File: config.mk
export PLATFORM = sky130hd
export DESIGN_NAME = avalon_slave_regbank
export DESIGN_NICKNAME = d
export VERILOG_FILES = /design/src/rtl/avalon_slave_regbank.sv
export SDC_FILE = /design/constraint.sdc
export NUM_CORES = 1
export LEC_CHECK = 0
export ABC_AREA = 0
export ABC_CLOCK_PERIOD_IN_PS = 13700
export CORE_MARGIN = 1.5
export CORE_UTILIZATION = 60
export CTS_CLUSTER_DIAMETER = 40
export DETAILED_ROUTE_END_ITERATION = 12
export GPL_ROUTABILITY_DRIVEN = 0
export HOLD_SLACK_MARGIN = 0.06
export PLACE_DENSITY = 0.85
export SKIP_CTS_REPAIR_TIMING = 1
export SYNTH_ARGS = -nofsm -noshare
export SYNTH_HDL_FRONTEND = slang
export SYNTH_SLANG_ARGS = --single-unit
File: constraint.sdc
create_clock -name clk -period 13.7 [get_ports clk]
set_input_delay 3.425 -clock clk [delete_from_list [all_inputs] [get_ports clk]]
set_output_delay 3.425 -clock clk [all_outputs]
set_load 0.03 [all_outputs]
File: src/rtl/avalon_slave_regbank.sv
// Avalon-MM responder register bank: ID/STATUS/CTRL/WCOUNT plus general registers,
// fixed-latency read pipeline and a registered level interrupt.
module avalon_slave_regbank #(
    parameter int ADDRESS_SIZE   = 32,
    parameter int DATA_SIZE      = 32,
    parameter int REG_COUNT_SIZE = 4,
    parameter int READ_LATENCY   = 1,
    parameter logic [DATA_SIZE-1:0] ID_VALUE = 32'hA5A1_0001
) (
    input  logic                    clk,
    input  logic                    reset,
    input  logic                    avslave_chipselect,
    input  logic                    avslave_read,
    input  logic                    avslave_write,
    input  logic [ADDRESS_SIZE-1:0] avslave_address,
    input  logic [DATA_SIZE-1:0]    avslave_writedata,
    output logic [DATA_SIZE-1:0]    avslave_readdata,
    output logic                    avslave_readdatavalid,
    output logic                    irq
);

    localparam int NREG = 2 ** REG_COUNT_SIZE;
    localparam logic [ADDRESS_SIZE:0] NREG_A = (ADDRESS_SIZE + 1)'(NREG);
    localparam logic [31:0] BAD32 = 32'hDEAD_BEEF;
    localparam logic [DATA_SIZE+31:0] BAD_EXT = {{DATA_SIZE{1'b0}}, BAD32};
    localparam logic [DATA_SIZE-1:0] BAD = BAD_EXT[DATA_SIZE-1:0];

    logic [2:0]           status_q, status_d;
    logic [DATA_SIZE-1:0] ctrl_q, ctrl_d;
    logic [DATA_SIZE-1:0] wcount_q, wcount_d;
    logic [DATA_SIZE-1:0] wcount_inc;
    logic                 wrap;
    logic [DATA_SIZE-1:0] gp_q [NREG-1:4];
    logic                 irq_q;

    logic [READ_LATENCY-1:0] vld_q;
    logic [DATA_SIZE-1:0]    dat_q [READ_LATENCY];

    logic                      rd, wr, oor, illegal;
    logic                      rd_ok, wr_ok, cnt_wr, gp_wr;
    logic [REG_COUNT_SIZE-1:0] idx;
    logic [DATA_SIZE-1:0]      rdata;

    assign oor     = {1'b0, avslave_address} >= NREG_A;
    assign idx     = avslave_address[REG_COUNT_SIZE-1:0];
    assign rd      = avslave_chipselect & avslave_read;
    assign wr      = avslave_chipselect & avslave_write;
    assign illegal = (rd | wr) & (oor | (rd & wr));
    assign wr_ok   = wr & ~oor;
    assign rd_ok   = rd & ~wr;
    assign cnt_wr  = wr_ok & (idx != '0);
    assign gp_wr   = wr_ok & (idx >= REG_COUNT_SIZE'(4));

    assign {wrap, wcount_inc} = {1'b0, wcount_q} + (DATA_SIZE + 1)'(1);

    always_comb begin
        rdata = '0;
        if (oor) begin
            rdata = BAD;
        end else if (idx == REG_COUNT_SIZE'(0)) begin
            rdata = ID_VALUE;
        end else if (idx == REG_COUNT_SIZE'(1)) begin
            rdata = DATA_SIZE'(status_q);
        end else if (idx == REG_COUNT_SIZE'(2)) begin
            rdata = ctrl_q;
        end else if (idx == REG_COUNT_SIZE'(3)) begin
            rdata = wcount_q;
        end else begin
            rdata = gp_q[idx];
        end
    end

    // Clear is applied before the sets so a same-cycle event is never lost
    always_comb begin
        status_d = status_q;
        if (wr_ok && idx == REG_COUNT_SIZE'(1))
            status_d = status_q & ~avslave_writedata[2:0];
        if (gp_wr)
            status_d[0] = 1'b1;
        if (illegal)
            status_d[1] = 1'b1;
        if (cnt_wr && wrap)
            status_d[2] = 1'b1;
    end

    always_comb begin
        ctrl_d   = ctrl_q;
        wcount_d = wcount_q;
        if (wr_ok && idx == REG_COUNT_SIZE'(2))
            ctrl_d = avslave_writedata;
        if (cnt_wr)
            wcount_d = wcount_inc;
    end

    always_ff @(posedge clk) begin
        if (!reset) begin
            status_q <= '0;
            ctrl_q   <= '0;
            wcount_q <= '0;
            irq_q    <= 1'b0;
            for (int i = 4; i < NREG; i++)
                gp_q[i] <= '0;
        end else begin
            status_q <= status_d;
            ctrl_q   <= ctrl_d;
            wcount_q <= wcount_d;
            irq_q    <= |(status_q & ctrl_q[2:0]);
            if (gp_wr)
                gp_q[idx] <= avslave_writedata;
        end
    end

    // Data travels zeroed when invalid, so readdata is 0 without valid
    always_ff @(posedge clk) begin
        if (!reset) begin
            vld_q <= '0;
            for (int i = 0; i < READ_LATENCY; i++)
                dat_q[i] <= '0;
        end else begin
            vld_q[0] <= rd_ok;
            dat_q[0] <= rd_ok ? rdata : '0;
            for (int i = 1; i < READ_LATENCY; i++) begin
                vld_q[i] <= vld_q[i-1];
                dat_q[i] <= dat_q[i-1];
            end
        end
    end

    assign avslave_readdata      = dat_q[READ_LATENCY-1];
    assign avslave_readdatavalid = vld_q[READ_LATENCY-1];
    assign irq                   = irq_q;

endmodule

==> results.sh <==
export IMPL_final_cell_mix="edfxtp_1, and2_1, nand2_1, dfxtp_1, clkdlybuf4s50_1"
export IMPL_grt_pass1_wl_mm=102.3
export IMPL_drc_errors=0
export IMPL_synth_warnings=0
export IMPL_static_leakage_power_nw=9.800
export IMPL_cp_required_ns=13.90
export IMPL_grt_overflow=0
export IMPL_yosysTopAreaCell="edfxtp_1"
export IMPL_cts_buffers=68
export IMPL_die_area_sq_mm=0.04165
export IMPL_cp_top_family="simple AND/OR/NAND/NOR gates"
export IMPL_startpoint_type="input port"
export IMPL_slowest_delay_ns=1.08
export IMPL_hold_viol_final=0
export IMPL_clk_pin_slew_ns=0.06
export IMPL_hp_class="reg2reg"
export IMPL_routed_wl_mm=69.01
export IMPL_reg2reg_depth=5
export IMPL_die_y_um=204.1
export IMPL_tightest_slew_ns=1.406
export IMPL_fmax_ghz=0.1368
export IMPL_met1_usage_pct=43.13
export IMPL_grtUsageMet2_pct=52.06
export IMPL_port_buffers=102
export IMPL_synth_top_area_share_pct=54.70
export IMPL_crit_type="in2reg"
export IMPL_grt_busiest_layer="met2"
export IMPL_ys_types=62
export IMPL_path_max_fanout=33
export IMPL_drv_slew=0
export IMPL_drt_iter0_drc=2570
export IMPL_hpwl_mm=40.14
export IMPL_core_rowCount=73
export IMPL_synthesis_instances=1847
export IMPL_grt_usage_pct=33.54
export IMPL_ir_drop_v=0.0001055
export IMPL_n_fill_cell=2556
export IMPL_synth_area_sq_mm=0.02426
export IMPL_start_util_pct=60.93
export IMPL_timing_critical_path_buf_inv=1
export IMPL_synth_seq_cells=543
export IMPL_power_density_mw_per_mm2=140.3
export IMPL_syn_avg_cell_area_sq_um=13.14
export IMPL_whs_path_depth=2
export IMPL_nets=2017
export IMPL_post_route_period_util_pct=53.37
export IMPL_ys_seq_area_share_pct=63.04
export IMPL_rsz0062_at_grt="no"
export IMPL_cap_viol_max_count=0
export IMPL_drive_gt1_share_pct=13.48
export IMPL_cts_max_level=3
export IMPL_gr_usage_met3_pct=10.08
export IMPL_status="finished clean"
export IMPL_critical_path_cell_count=6
export IMPL_ys_flop_type="edfxtp_1"
export IMPL_clk_path_buf_depth=3
export IMPL_fin_util_pct=70.62
export IMPL_final_cells=2530
export IMPL_cp_end_kind="register"
export IMPL_synth_async_reset_ratio_pct=0
export IMPL_area_growth_pct=15.91
export IMPL_synth_edf_count=442
export IMPL_cts_sinks=543
export IMPL_clk_latency_ns=0.61
export IMPL_wl_per_cell_um=27.28
export IMPL_hold_ws_ns=0.4620
export IMPL_antenna_left=0
export IMPL_grt_pass1_vias=16870
export IMPL_dpl_cell_count=2402
export IMPL_grt_max_degree=74
export IMPL_total_power_mw=3.946
export IMPL_finalSetupViolCount=0
export IMPL_path_cells="clkdlybuf4s50_1 -> nor4_1 -> nand3_1 -> nor3_2 -> and4_1 -> nand2b_2"
export IMPL_core_area_sq_mm=0.03982
export IMPL_synthTopCellsByArea="edfxtp_1, and2_1, dfxtp_1, mux4_2, a21oi_1"
export IMPL_fin_skew_ns=0.03115
export IMPL_antenna_found_initial=2
export IMPL_mostFrequentLayoutCell="edfxtp_1"
export IMPL_cp_data_arrival_time_ns=7.52
export IMPL_setup_tns_ns=0
export IMPL_io_pin_count=103
export IMPL_slowest_stage="and4_1"
export IMPL_max_slew_margin_pct=5.510
export IMPL_chipWidth_um=204.1
export IMPL_vias_per_cell=6.697
export IMPL_via_count=16940
export IMPL_cts_tree="yes"
export IMPL_layout_min_cycle_time_ns=7.312
export IMPL_drt_pass1_iterations=9
export IMPL_cts_root_buf="clkbuf_16"
where the power goes:
part / internal, mW / switching (mW)
sequential: 1.86 / 0.0227
clock: 1.07 / 0.740
combinational: 0.0913 / 0.162
cell usage after synthesis (22+ instances only):
library cell / count
nand2b_1: 25
buf_2: 32
dfxtp_1: 101
o21ai_0: 36
mux2i_1: 38
nor2_1: 60
nand2_1: 123
o22ai_1: 25
and2_1: 389
edfxtp_1: 442
a21oi_1: 96
nand3_1: 22
clkbuf_1: 95
mux4_2: 79
per-stage QoR:
step	instance area (sq um)	setup slack, ns
4_1_cts	28120	6.539
2_1_floorplan	24480	6.314
5_1_grt	28120	6.148
3_5_place_dp	25820	5.958
6_report	28120	6.388
3_3_place_gp	25820	6.064
final timing paths:
kind / startpoint / endpoint / slack, ns
min reg2reg: ctrl_q[12] / ctrl_q[12] / 0.46
min: ctrl_q[12] / ctrl_q[12] / 0.46
max: avslave_address[15] / gp_q[6][24] / 6.39
max reg2reg: wcount_q[5] / wcount_q[29] / 10.75
cells by family after synthesis:
kind of cell	share of synthesized area, %
AOI/OAI and AO/OA	7.225
DFF	63.04
xor gates and xnor gates	0.1805
buffers and inverters	3.027
and+or+nand+nor	17.01
adders and majority gates	0.09282
muxes	9.411
other	0.01546
layer usage:
metal	up-vias	share of wire, %
met5	-	0.019
met2	1392	46
li1	7007	-
met3	286	15
met1	8256	34
met4	2	5.2
registers in the layout, indices dropped and copies added (netlist names):
signal                 cells
avslave_readdatavalid      1
wcount_q                  32
status_q                   3
irq                        1
ctrl_q                    32
gp_q                     442
dat_q                     32
final cells by class:
cell class	instances	area (sq um)	area share, %
clock buffers	83	1842	6.549
inverters	17	63.81	0.2269
flip-flops and latches	543	15290	54.38
diodes	2	5.005	0.01780
well taps	525	656.9	2.336
multi-input cells	1186	8576	30.49
clock inverters	43	459.2	1.633
repair buffers	131	1226	4.360
tightest hold or removal path: stages (launching register included):
cell,delay [ns]
dfxtp_1,0.31
nand2_1,0.05
a21oi_1,0.05
(Power assumes the default switching activity.)
